## config.mk

```make
export PLATFORM = sky130hd
export DESIGN_NAME = cube_vertex_rotator
export DESIGN_NICKNAME = d
export VERILOG_FILES = /design/src/rtl/cube_vertex_rotator.sv
export SDC_FILE = /design/constraint.sdc
export NUM_CORES = 1
export LEC_CHECK = 0
export CORE_AREA = 8 8 139 141
export CTS_CLUSTER_SIZE = 28
export DETAILED_ROUTE_END_ITERATION = 16
export DIE_AREA = 0 0 147 149
export PLACE_DENSITY = 0.82
export SLEW_MARGIN = 10
export SYNTH_ARGS = -nofsm -noshare
export SYNTH_HDL_FRONTEND = slang
export SYNTH_SLANG_ARGS = --single-unit
```

## constraint.sdc

```tcl
create_clock -name clk -period 10.7 [get_ports clk]
set_input_delay 1.605 -clock clk [delete_from_list [all_inputs] [get_ports clk]]
set_output_delay 1.605 -clock clk [all_outputs]
set_load 0.02 [all_outputs]
```

## src/rtl/cube_vertex_rotator.sv

```systemverilog
`timescale 1ns/1ps
// cube_vertex_rotator
//
// Latches a signed fixed-point 3x3 rotation matrix and walks the 8 vertices
// of an origin-centred cube with half-edge HALF. Each vertex takes three CALC
// cycles, one matrix row per cycle. The rotated vertex is then offered on a
// valid/ready stream.
//
// Ports:
//   clk        rising-edge clock
//   rst        asynchronous, active-low reset
//   mat        matrix, mat[r][c] is row r / column c (Q1.FRAC, signed)
//   start      begin an 8-vertex pass (honoured only in IDLE)
//   busy       high in every state except IDLE
//   out_valid  rotated vertex available
//   out_ready  consumer accepts the vertex
//   out_x/y/z  signed rotated coordinates (floor-shifted, saturated)
//   out_idx    vertex index 0..7
//   out_last   high together with out_valid for vertex 7
//   done       one-cycle pulse after vertex 7 is accepted
//   dbg_state  current FSM state (0 IDLE, 1 CALC, 2 OUT)
//
// Handshake: a vertex transfers at the rising edge where out_valid and
// out_ready are both high. While out_valid is high and out_ready is low, every
// out_* signal holds its value. out_valid never depends combinationally on
// out_ready. out_valid always drops after a transfer, because the next vertex
// needs three more CALC cycles.

module cube_vertex_rotator #(
  parameter int IN_BITS  = 8,
  parameter int FRAC     = 6,
  parameter int HALF     = 40,
  parameter int OUT_BITS = 10
) (
  input  logic                                clk,
  input  logic                                rst,
  input  logic [2:0][2:0][IN_BITS-1:0]        mat,
  input  logic                                start,
  output logic                                busy,
  output logic                                out_valid,
  input  logic                                out_ready,
  output logic signed [OUT_BITS-1:0]          out_x,
  output logic signed [OUT_BITS-1:0]          out_y,
  output logic signed [OUT_BITS-1:0]          out_z,
  output logic [2:0]                          out_idx,
  output logic                                out_last,
  output logic                                done,
  output logic [1:0]                          dbg_state
);

  typedef enum logic [1:0] {
    S_IDLE = 2'd0,
    S_CALC = 2'd1,
    S_OUT  = 2'd2
  } state_t;

  localparam int PROD_W = 2 * IN_BITS;
  localparam int ACC_W  = 2 * IN_BITS + 2;

  localparam logic signed [IN_BITS-1:0] V_POS   = IN_BITS'(HALF);
  localparam logic signed [IN_BITS-1:0] V_NEG   = IN_BITS'(-HALF);
  localparam logic signed [ACC_W-1:0]   SAT_MAX = ACC_W'((2 ** (OUT_BITS - 1)) - 1);
  localparam logic signed [ACC_W-1:0]   SAT_MIN = ACC_W'(-(2 ** (OUT_BITS - 1)));

  state_t                        state;
  logic [2:0][2:0][IN_BITS-1:0]  mat_q;
  logic [1:0]                    row;
  logic [2:0]                    idx;

  logic signed [IN_BITS-1:0]     vtx  [3];
  logic signed [PROD_W-1:0]      prod [3];
  logic signed [ACC_W-1:0]       acc;
  logic signed [ACC_W-1:0]       acc_sh;
  logic signed [OUT_BITS-1:0]    row_res;

  // Dot product of the current matrix row with the current vertex. The
  // vertex coordinate signs come straight from the index bits (bit0 = x).
  always_comb begin
    for (int c = 0; c < 3; c++) begin
      vtx[c]  = idx[c] ? V_POS : V_NEG;
      prod[c] = $signed(mat_q[row][c]) * vtx[c];
    end
    acc    = ACC_W'(prod[0]) + ACC_W'(prod[1]) + ACC_W'(prod[2]);
    // Arithmetic shift gives floor rounding for negative sums.
    acc_sh = acc >>> FRAC;
    if (acc_sh > SAT_MAX) begin
      row_res = SAT_MAX[OUT_BITS-1:0];
    end else if (acc_sh < SAT_MIN) begin
      row_res = SAT_MIN[OUT_BITS-1:0];
    end else begin
      row_res = acc_sh[OUT_BITS-1:0];
    end
  end

  always_ff @(posedge clk or negedge rst) begin
    if (!rst) begin
      state     <= S_IDLE;
      mat_q     <= '0;
      row       <= '0;
      idx       <= '0;
      busy      <= 1'b0;
      out_valid <= 1'b0;
      out_last  <= 1'b0;
      done      <= 1'b0;
      out_x     <= '0;
      out_y     <= '0;
      out_z     <= '0;
    end else begin
      done <= 1'b0;
      case (state)
        S_IDLE: begin
          if (start) begin
            mat_q <= mat;
            idx   <= '0;
            row   <= '0;
            busy  <= 1'b1;
            state <= S_CALC;
          end
        end
        S_CALC: begin
          case (row)
            2'd0:    out_x <= row_res;
            2'd1:    out_y <= row_res;
            default: out_z <= row_res;
          endcase
          if (row == 2'd2) begin
            row       <= '0;
            out_valid <= 1'b1;
            out_last  <= (idx == 3'd7);
            state     <= S_OUT;
          end else begin
            row <= row + 2'd1;
          end
        end
        S_OUT: begin
          if (out_ready) begin
            out_valid <= 1'b0;
            out_last  <= 1'b0;
            if (idx == 3'd7) begin
              busy  <= 1'b0;
              done  <= 1'b1;
              state <= S_IDLE;
            end else begin
              idx   <= idx + 3'd1;
              row   <= '0;
              state <= S_CALC;
            end
          end
        end
        default: state <= S_IDLE;
      endcase
    end
  end

  assign out_idx   = idx;
  assign dbg_state = state;

endmodule

```

==> results of run 1 <==
-- flip-flops by register name (all words and copies together), names as in the netlist --
| register | flops |
|---|---|
| mat_q | 72 |
| out_x | 10 |
| out_y | 10 |
| out_z | 10 |
| out_idx | 3 |
| dbg_state | 2 |
| row | 2 |
| busy | 1 |
| done | 1 |
| out_last | 1 |
| out_valid | 1 |
-- layer usage --
layer / share of wire / up-vias / track usage
met5: 0 / - / 0
met4: 0.032 / 0 / 0.0938
met3: 0.049 / 52 / 0.0504
met2: 0.50 / 170 / 0.362
met1: 0.42 / 3331 / 0.237
li1: - / 3219 / -
-- cell type report --
class | instances | area (µm²) | area share
multi-input combinational | 613 | 6120 | 0.521
inverter | 184 | 691 | 0.0588
clock inverter | 13 | 185 | 0.0158
timing repair buffer | 121 | 1190 | 0.101
clock buffer | 19 | 443 | 0.0377
tap | 225 | 282 | 0.0240
sequential | 113 | 2830 | 0.241
-- final timing paths --
kind | from | to
max | row[0] | out_z[3]
max reg2reg | row[0] | out_z[3]
min in group asynchronous | rst | out_last
min reg2reg | out_valid | out_valid
min | out_valid | out_valid
max in group asynchronous | rst | mat_q[46]
-- metrics by stage --
stage                     cells  area (µm²)  hold WS (ps)
after global routing       1288       11700           499
after floorplan             954        9800           480
after global placement     1256       11100           463
after CTS                  1288       11700           486
after detailed placement   1256       11100           474
final                      1288       11700           479
-- cell usage in the layout (no fill, tap or decap), types with 4 or more instances in the layout --
| master | netlist | final |
|---|---|---|
| o21ai_0 | 32 | 32 |
| clkdlybuf4s50_1 | 0 | 113 |
| mux2_2 | 72 | 72 |
| fa_1 | 105 | 105 |
| xnor2_1 | 12 | 12 |
| ha_1 | 102 | 102 |
| o21ai_2 | 5 | 5 |
| xor2_1 | 4 | 4 |
| and2_1 | 10 | 10 |
| nor2_1 | 69 | 68 |
| inv_1 | 184 | 184 |
| buf_4 | 0 | 8 |
| a21oi_1 | 39 | 39 |
| dfrtp_1 | 113 | 113 |
| bufinv_16 | 0 | 4 |
| nor3_1 | 4 | 4 |
| nand2_1 | 61 | 61 |
| o21ai_1 | 22 | 22 |
| clkbuf_16 | 0 | 17 |
| a21o_1 | 7 | 7 |
| mux2i_1 | 25 | 25 |
| nor2b_1 | 11 | 11 |
-- cell families after synthesis --
family,after synthesis,synth area share
AOI/OAI and AO/OA,125,0.0768
xor gates and xnor gates,19,0.0206
adders and majority gates,207,0.345
buffers and inverters,228,0.0876
DFF,113,0.289
muxes,97,0.108
other,1,0.000383
and+or+nand+nor,164,0.0728
-- worst register-to-register path, cell delays in order, from the launching register on --
cell      delay [ps]
dfrtp_1          360
buf_4            290
nor2b_1          460
buf_4            310
nand2_1           80
o21ai_0          200
nor2b_1          290
fa_1             470
fa_1             540
inv_1             50
fa_1             540
inv_1             60
fa_1             530
inv_1             50
fa_1             510
fa_1             520
fa_1             540
inv_1             40
ha_1             340
nor2b_1          170
o31a_1           280
o211a_1          240
a311oi_1         640
a22oi_4          250
o21ai_2          270
o21ai_1          100
==> impl_metrics.env, run 1 <==
export IMPL_cap_violations=0
export IMPL_fillers=1259
export IMPL_min_path_cells=1
export IMPL_netlist_area_um2=9800
export IMPL_synthTopCellsByArea="dfrtp_1 (29%), fa_1 (21%), ha_1 (13%)"
export IMPL_port_buffer_count=114
export IMPL_grt_pass1_wl_mm=36.4
export IMPL_clock_sinks=113
export IMPL_drt_iter0_drc=294
export IMPL_worst_pin_slew_ps=1180
export IMPL_cp_max_fo=31
export IMPL_cts_resized=0
export IMPL_dpl_hpwl_mm=16.8
export IMPL_rr_worst_depth=25
export IMPL_ff2ff_setup_slack_ps=2400
export IMPL_crit_family="adder cells"
export IMPL_numCtsBuffers=17
export IMPL_drive_gt1_frac=0.119
export IMPL_cts_tree="done"
export IMPL_ys_warn_count=0
export IMPL_globalRouteTotalUtil=0.207
export IMPL_syn_avg_cell_area_um2=10.3
export IMPL_worstSetupStartpointType="flip-flop"
export IMPL_post_route_util=0.688
export IMPL_post_place_ws_ps=2400
export IMPL_outcome="finished clean"
export IMPL_ys_ff_latch=113
export IMPL_synth_enable_flop_cells=0
export IMPL_die_y_um=149
export IMPL_grt_start_max_net_pins=81
export IMPL_clock_skew_ps=7.94
export IMPL_floorplan_rows=48
export IMPL_min_period_ps=8300
export IMPL_synth_most_common_cell="inv_1"
export IMPL_remaining_drc_errors=0
export IMPL_grt_pass1_vias=7551
export IMPL_cp_required_ps=10970
export IMPL_pin_count=115
export IMPL_yosysSeqAreaShare=0.289
export IMPL_rsz0062_at_grt="false"
export IMPL_vias_per_cell=5.26
export IMPL_core_um2=17100
export IMPL_slew_headroom=0.202
export IMPL_path_common_cell="fa_1"
export IMPL_worst_slack_ps=2400
export IMPL_finalSetupViolations=0
export IMPL_postCtsHoldBufs=0
export IMPL_die_w_um=147
export IMPL_overflow=0
export IMPL_critical_path_buf_inv_count=6
export IMPL_area_growth_pct=19.8
export IMPL_synth_cell_types=46
export IMPL_hold_class="reg -> reg"
export IMPL_synth_top_area_frac=0.289
export IMPL_timing_hold_violations_final=0
export IMPL_post_cts_setup_buffers=0
export IMPL_wl_per_cell_um=16.4
export IMPL_via_count=6772
export IMPL_worst_setup_path_type="reg -> reg"
export IMPL_antenna_found_initial=0
export IMPL_max_freq_mhz=120
export IMPL_synth_cells=954
export IMPL_fin_setup_tns_ps=0
export IMPL_synth_async_reset_ratio=1.00
export IMPL_finalCritPeriodShare=0.776
export IMPL_syn_nets=1237
export IMPL_start_util=0.574
export IMPL_critPathMaxStageDelay_ps=640
export IMPL_path_clk_slew_ps=60
export IMPL_synth_top_area_cell="dfrtp_1"
export IMPL_cts_buffer_depth=2
export IMPL_die_area_um2=21900
export IMPL_critPathArrivalTime_ps=8570
export IMPL_cts_root_buf="clkbuf_16"
export IMPL_ys_flop_type="dfrtp_1"
export IMPL_nNetsFinal=1333
export IMPL_worst_path_stages=25
export IMPL_clkLatencyLatePin_ps=420
export IMPL_synth_commonest_cells="inv_1 (184), dfrtp_1 (113), fa_1 (105), ha_1 (102), mux2_2 (72)"
export IMPL_h_tree_depth=4
export IMPL_drt_wl_total_mm=21.1
export IMPL_maxSlewViolCount=0
export IMPL_cpMaxStageDelayCell="a311oi_1"
export IMPL_dr_pass1_iters=4
export IMPL_place_congestion=0.852
export IMPL_antenna_cells=0
export IMPL_crit_path_end_kind="flip-flop"
export IMPL_ant_nets=0
Power of run 1 is not shown: default switching activity piles up to over one toggle a cycle in this logic, so the estimate is an artifact.
==> run 2: changes to the inputs <==
CORE_AREA = 8 8 147 149   (was 8 8 139 141)
DIE_AREA = 0 0 155 157   (was 0 0 147 149)
PLACE_DENSITY = 0.77   (was 0.82)
clock period = 7.1 ns   (was 10.7 ns; I/O delays follow)
==> impl_metrics.env, run 2 (synthesized netlist as in run 1, its figures left out) <==
export IMPL_overflow=0
export IMPL_largest_reg_flops=72
export IMPL_drive_gt1_frac=0.258
export IMPL_fin_setup_tns_ps=0
export IMPL_start_util=0.510
export IMPL_remaining_drc_errors=0
export IMPL_gr_usage_met3=0.0359
export IMPL_drt_iter0_drc=321
export IMPL_dpl_hpwl_mm=18.1
export IMPL_grt_pass1_vias=7852
export IMPL_min_period_ps=7010
export IMPL_maxSlewViolCount=0
export IMPL_worst_setup_path_type="reg -> reg"
export IMPL_grt_start_max_net_pins=73
export IMPL_cp_required_ps=7410
export IMPL_nNetsFinal=1423
export IMPL_antenna_found_initial=0
export IMPL_vias_per_cell=5.13
export IMPL_min_path_cells=2
export IMPL_grt_pass1_wl_mm=37.6
export IMPL_via_count=7273
export IMPL_clock_sinks=113
export IMPL_path_clk_slew_ps=50
export IMPL_postCtsHoldBufs=0
export IMPL_h_tree_depth=4
export IMPL_clkLatencyLatePin_ps=430
export IMPL_hold_class="reg -> reg"
export IMPL_max_freq_mhz=143
export IMPL_cp_max_fo=6
export IMPL_regToRegEndpoint="out_z[3]"
export IMPL_worst_pin_slew_ps=935
export IMPL_post_route_util=0.676
export IMPL_finalSetupViolations=0
export IMPL_cts_root_buf="clkbuf_16"
export IMPL_die_w_um=155
export IMPL_worstSetupStartpointType="flip-flop"
export IMPL_regMostFlops="mat_q"
export IMPL_cap_violations=0
export IMPL_ant_nets=0
export IMPL_post_place_ws_ps=-159
export IMPL_wl_per_cell_um=17.0
export IMPL_timing_hold_violations_final=0
export IMPL_layout_common_cells="inv_1 (175), clkdlybuf4s50_1 (113), dfrtp_1 (112)"
export IMPL_hold_path_startpoint="out_x[8]"
export IMPL_layout_commonest_cell="inv_1"
export IMPL_globalRouteTotalUtil=0.195
export IMPL_area_growth_pct=32.5
export IMPL_cts_tree="done"
export IMPL_dr_pass1_iters=5
export IMPL_core_um2=19200
export IMPL_crit_path_end_kind="flip-flop"
export IMPL_ff2ff_setup_slack_ps=90
export IMPL_pin_count=115
export IMPL_clock_skew_ps=8.51
export IMPL_die_area_um2=24300
export IMPL_antenna_cells=0
export IMPL_die_y_um=157
export IMPL_grtUsageMet2=0.350
export IMPL_gr_usage_met1=0.231
export IMPL_drt_wl_total_mm=24.0
export IMPL_critPathArrivalTime_ps=7320
export IMPL_port_buffer_count=114
export IMPL_rr_worst_depth=27
export IMPL_r2r_start="row[0]"
export IMPL_place_congestion=0.876
export IMPL_grt_busiest_layer="met2"
export IMPL_worst_slack_ps=91.2
export IMPL_outcome="finished clean"
export IMPL_numCtsBuffers=17
export IMPL_whs_endpoint="out_x[8]"
export IMPL_floorplan_rows=51
export IMPL_finalCritPeriodShare=0.987
export IMPL_cts_buffer_depth=2
export IMPL_slew_headroom=0.377
[run 2: cell count changes in the layout (fill, tap and decap cells not counted), sizes merged]
cell / previous run / this run
clkinv: 6 / 7
bufinv: 4 / 2
inv: 185 / 184
buf: 8 / 96
clkinvlp: 2 / 3
clkbuf: 19 / 22
[run 2: repair_timing]
item,CTS,global route
pin swaps,11,63
setup buffers,10,14
setup endpoints to repair,27,30
hold endpoints to repair,0,0
gates resized for setup,26,93
cloned,0,3
[run 2: layout make-up]
| class | count | area (µm²) |
|---|---|---|
| clock buffers | 20 | 437 |
| clock inverters | 12 | 118 |
| repair buffers | 211 | 2000 |
| flip-flops and latches | 113 | 2830 |
| well taps | 265 | 332 |
| multi-input cells | 613 | 6570 |
| fillers | 1334 | 6230 |
| inverters | 184 | 691 |
[run 2: worst max-delay path by stage]
stage | endpoint | cells after the start | slack (ps) | startpoint
after floorplan | out_z[2] | 25 | 30 | row[1]
after detailed placement | out_z[2] | 27 | -160 | row[0]
after CTS | out_y[8] | 26 | -7 | row[0]
after global routing | out_z[3] | 32 | -150 | row[0]
after global placement | out_z[2] | 27 | 5 | row[0]
final | out_z[3] | 27 | 90 | row[0]
[run 2: through the flow]
stage / cell area, µm² / hold WS [ps] / cells
detailed placement: 11700 / 467 / 1359
global placement: 11700 / 463 / 1359
global route: 13000 / 493 / 1418
floorplan: 9840 / 480 / 954
CTS: 12400 / 479 / 1401
finish: 13000 / 474 / 1418
[run 2: metal layers]
metal / part of all wire / vias to the layer above
li1: - / 3412
met1: 0.40 / 3622
met2: 0.52 / 190
met3: 0.051 / 49
met4: 0.027 / 0
met5: 0 / -
[run 2: critical path, stage by stage (launching register included)]
cell and delay (ps):
dfrtp_2 440, buf_4 150, clkbuf_16 150, mux2i_2 150
o21ai_2 230, and2_4 190, fa_1 440, fa_1 540
inv_1 50, fa_1 520, inv_1 50, fa_1 470
fa_1 550, inv_1 50, fa_1 450, fa_1 500
inv_1 70, ha_4 260, nor3_4 180, nor2_1 80
buf_4 140, a21oi_1 190, a311oi_2 50, buf_4 170
o211ai_4 370, buf_6 170, o21ai_2 70, o21ai_1 200
Power of run 2 is left out for the same reason.
==> run 3: changes to the inputs <==
SLEW_MARGIN = default   (was 10)
clock period = 5.76 ns   (was 7.1 ns; I/O delays follow)
==> impl_metrics.env, run 3 (synthesized netlist as in run 1, its figures left out) <==
export IMPL_via_count=7459
export IMPL_clock_skew_ps=8.86
export IMPL_overflow=0
export IMPL_fillers=1285
export IMPL_min_period_ps=6900
export IMPL_multi_input_area_um2=6530
export IMPL_violations="setup timing"
export IMPL_fin_setup_tns_ps=-30920
export IMPL_die_area_um2=24300
export IMPL_finalCritPeriodShare=1.20
export IMPL_timing_hold_violations_final=0
export IMPL_vias_per_cell=5.06
export IMPL_antenna_cells=0
export IMPL_area_growth_pct=36.6
export IMPL_worst_pin_slew_ps=885
export IMPL_crit_end="out_x[7]"
export IMPL_cts_root_buf="clkbuf_16"
export IMPL_dp_cells=1421
export IMPL_nNetsFinal=1480
export IMPL_place_congestion=0.865
export IMPL_ff2ff_setup_slack_ps=-1140
export IMPL_final_area_um2=13400
export IMPL_antenna_found_initial=1
export IMPL_cp_startpoint="row[0]"
export IMPL_cts_buffer_depth=2
export IMPL_worst_setup_path_type="reg -> reg"
export IMPL_drive_gt1_frac=0.293
export IMPL_h_tree_depth=4
export IMPL_final_cells=1475
export IMPL_rr_worst_depth=27
export IMPL_post_place_ws_ps=-1060
export IMPL_maxSlewViolCount=0
export IMPL_max_freq_mhz=145
export IMPL_numCtsBuffers=17
export IMPL_outcome="finished with violations"
export IMPL_crit_path_end_kind="flip-flop"
export IMPL_clkLatencyLatePin_ps=410
export IMPL_rsz0062_at_grt="true"
export IMPL_r2r_start="row[0]"
export IMPL_finalSetupViolations=30
export IMPL_dr_pass1_iters=4
export IMPL_cp_required_ps=6020
export IMPL_cts_tree="done"
export IMPL_layout_common_cells="inv_1 (173), buf_4 (144), clkdlybuf4s50_1 (113)"
export IMPL_worstSetupStartpointType="flip-flop"
export IMPL_clock_sinks=113
export IMPL_dpl_hpwl_mm=18.4
export IMPL_hold_class="in -> async"
export IMPL_critPathArrivalTime_ps=7160
export IMPL_regMostFlops="mat_q"
export IMPL_drt_wl_total_mm=24.2
export IMPL_placed_area_um2=12400
export IMPL_grt_start_max_net_pins=66
export IMPL_grt_pass1_vias=8245
export IMPL_cp_max_fo=7
export IMPL_die_w_um=155
export IMPL_ant_nets=0
export IMPL_slew_headroom=0.408
export IMPL_path_clk_slew_ps=60
export IMPL_regToRegEndpoint="out_x[7]"
export IMPL_layout_commonest_cell="inv_1"
export IMPL_start_util=0.510
export IMPL_die_y_um=157
export IMPL_floorplan_rows=51
export IMPL_drt_iter0_drc=354
export IMPL_pin_count=115
export IMPL_wl_per_cell_um=16.4
export IMPL_core_um2=19200
export IMPL_globalRouteTotalUtil=0.205
export IMPL_largest_reg_flops=72
export IMPL_grt_pass1_wl_mm=39.8
export IMPL_worst_slack_ps=-1140
export IMPL_port_buffer_count=114
export IMPL_remaining_drc_errors=0
export IMPL_register_area_um2=2830
export IMPL_cap_violations=0
## run 3: cell count changes in the layout (fill, tap and decap cells not counted), sizes merged
cell      change
buf          +59
clkinv        -1
clkinvlp      -1
## run 3: through the flow
step | utilization | hold slack [ps]
floorplan | - | 480
global placement | 0.644 | 462
detailed placement | 0.644 | 470
CTS | 0.685 | 470
global route | 0.697 | 504
finish | 0.697 | 458
## run 3: metal layers
layer | GRT usage | vias to the layer above | wire length (µm)
li1 | - | 3520 | -
met1 | 0.245 | 3724 | 10300
met5 | 0 | - | 0
met3 | 0.0271 | 53 | 754
met2 | 0.367 | 162 | 12400
met4 | 0.0854 | 0 | 767
## run 3: worst min path at each step
stage / start / to / cells after the start
after floorplan: mat_q[0] / mat_q[0] / 1
after global placement: out_y[9] / out_y[9] / 2
after detailed placement: out_y[8] / out_y[8] / 2
after CTS: rst / done / 1
after global routing: out_valid / out_valid / 1
final: rst / done / 1
## run 3: worst max-delay path, stage by stage (launching register included)
cell and delay [ps]:
dfrtp_2 410, buf_12 150, mux2i_4 230, nor2_2 70
a21oi_2 160, inv_2 70, nor2_4 110, a21oi_1 60
ha_1 360, fa_1 500, inv_1 50, fa_1 480
inv_1 60, fa_1 550, inv_2 40, fa_1 560
fa_1 440, fa_1 530, inv_2 50, ha_4 200
buf_4 140, o21ai_2 180, o21bai_1 130, a2111oi_1 570
a21oi_1 120, xor2_1 210, a21oi_4 210, o21ai_0 90
## run 3: area by class of cell
class	instances	area share
Clock buffer	22	0.0354
Multi-Input combinational cell	613	0.488
Clock inverter	10	0.00814
Inverter	184	0.0516
Timing Repair Buffer	268	0.180
Sequential cell	113	0.211
Tap cell	265	0.0248
## run 3: timing repair
item | 4_1_cts | 5_1_grt
buffers inserted | 7 | 14
hold endpoints to repair | 0 | 0
pin swaps | 4 | 28
hold buffers | 0 | 0
cloned | 1 | 0
setup endpoints to repair | 30 | 30
resized for setup | 40 | 29
Power of run 3 is left out for the same reason.
==> RTL edit (settings of run 1) <==
Put one more register stage on the output `dbg_state`, without a reset. The value now appears one clock later. The other outputs are not delayed to match.
--- a/src/rtl/cube_vertex_rotator.sv
+++ b/src/rtl/cube_vertex_rotator.sv
@@ -153,7 +153,9 @@
   end
 
   assign out_idx   = idx;
-  assign dbg_state = state;
+  always_ff @(posedge clk) begin
+    dbg_state <= state;
+  end
 
 endmodule
 
Check against the original RTL: not equivalent (a bounded check fails within 4 cycles, from zero or initial values and one cycle with rst low).
==> RTL edit against run 1 <==
Worst setup slack got worse by 0.094 ns. Synthesized area up 1.3%. Critical path type unchanged. Final area up 0.61%. Clock skew rose by 0.0040 ns. Largest cell class unchanged. Wire length rose by 2.5%. Synthesized cell count rose by 0.94%. Sequential cell count rose by 2.
Power is not shown: default switching activity piles up to over one toggle a cycle in this logic, so the estimate is an artifact.
==> RTL edit: results (changes against run 1) <==
[critical_path]
ff2ff_path_depth = 24  ; -4.0%
crit_path_max_incr_delay_ns = 0.94  ; +0.30 ns
rrSetupSlack_ns = 2.30  ; -0.09 ns
cp_data_arrival_time_ns = 8.72  ; +0.15 ns
r2r-start = row[1]
cp_max_fo = 19  ; -39%
r2r-end = out_y[1]
crit_path_top_delay_cell = o21ai_0

[placement]
dp.final_hpwl_um = 17210  ; +2.4%
numPortBuffers = 114  ; unchanged
dp_worst_setup_slack_ns = 2.407  ; +0.007310 ns
post_dp_cell_area_um2 = 11220  ; +1.0%
placedCellCount = 1267  ; +0.88%
routabilityCongestion = 0.8483  ; -0.41%

[route]
drt_first_iter_violations = 289  ; -1.7%
vias_per_cell = 5.353  ; +1.8%
wirelength_um = 21620  ; +2.5%
drc = 0  ; unchanged
firstDrtPassIters = 5  ; +1
vias = 6953  ; +2.7%

[timing]
worst_pin_slew_ns = 1.212  ; +0.02776 ns
fin_skew_ns = 0.01193  ; +0.003995 ns
hold_ws_ns = 0.4756  ; -0.002994 ns

[yosys]
synth_compound_area_share_pct = 7.992  ; +0.32 points
synthDistinctLibCells = 57  ; +24%
synth_area_leaders = dfrtp_1 28%, fa_1 21%, ha_1 13%, mux2_2 8.2%, inv_1 7.0%
synth_common_cells = 186 x inv_1, 113 x dfrtp_1, 105 x fa_1
async_flop_share_pct = 98.26  ; -1.7 points
synthAdderAreaFrac_pct = 34.04  ; -0.45 points
ys_seq_area_share_pct = 28.89  ; about the same
synth_cells = 963  ; +0.94%
synthMuxAreaShare_pct = 10.79  ; -0.041 points
synth_xor_area_share_pct = 2.042  ; -0.014 points

[clocking]
numCtsBuffers = 17  ; unchanged
post_cts_buffers = 0  ; unchanged

[final_layout]
top_register = mat_q
antenna_cells = 0  ; unchanged
drive_gt1_share_pct = 11.36  ; -0.49 points

[global_routing]
grt_pass1_wl_um = 36910  ; +1.5%
grt_pass1_vias = 7623  ; +0.95%
grt_util_all_layers_pct = 20.81  ; +0.10 points

[hold_path]
min_delay_path_depth = 2  ; +1
hp-start = out_z[6]
holdPathEnd = out_z[6]

[status]
outcome = finished, final reports clean

RTL edit: worst max-delay path by stage:
| stage | startpoint | end | slack, ns | cells after the start |
|---|---|---|---|---|
| floorplan | row[1] | out_y[7] | 2.96 | 25 |
| global placement | row[1] | out_z[8] | 2.64 | 24 |
| detailed placement | row[1] | out_z[4] | 2.41 | 24 |
| CTS | row[1] | out_y[1] | 2.29 | 24 |
| global route | row[1] | out_z[4] | 1.86 | 24 |
| finish | row[1] | out_y[1] | 2.30 | 24 |
RTL edit: per-layer routing:
metal  vias to the layer above  wire length, um  global-route usage (%)
met5                         -                0                       0
met4                         0              487                   6.731
met3                        41             1027                   4.703
met2                       186            11230                   37.63
met1                      3439             8868                   24.07
li1                       3287                -                       -
RTL edit: critical path, delay by kind of cell (launching register included):
| kind | cells | cell delay (ns) |
|---|---|---|
| AO/OA/AOI/OAI | 6 | 2.15 |
| XOR/XNOR | 1 | 0.17 |
| adder cells (fa/ha/maj) | 8 | 3.68 |
| buffers and inverters | 6 | 0.80 |
| flip-flops | 1 | 0.74 |
| multiplexers | 1 | 0.11 |
| AND/OR/NAND/NOR | 2 | 0.62 |
RTL edit: cells by family (layout without fill, tap and decap cells):
kind of cell             count (synthesis)  after routing
AO/OA/AOI/OAI                          129            129
XOR/XNOR                                19             19
adder cells (fa/ha/maj)                207            207
buffers and inverters                  229            340
flip-flops                             115            115
multiplexers                            98             98
other                                    1              1
AND/OR/NAND/NOR                        165            165
RTL edit: layout make-up:
type	count	area, um2
multi-input cells	619	6173
fillers	1248	5249
flip-flops and latches	115	2868
repair buffers	122	1199
inverters	186	698.2
clock buffers	20	456.7
well taps	225	281.5
clock inverters	12	131.4
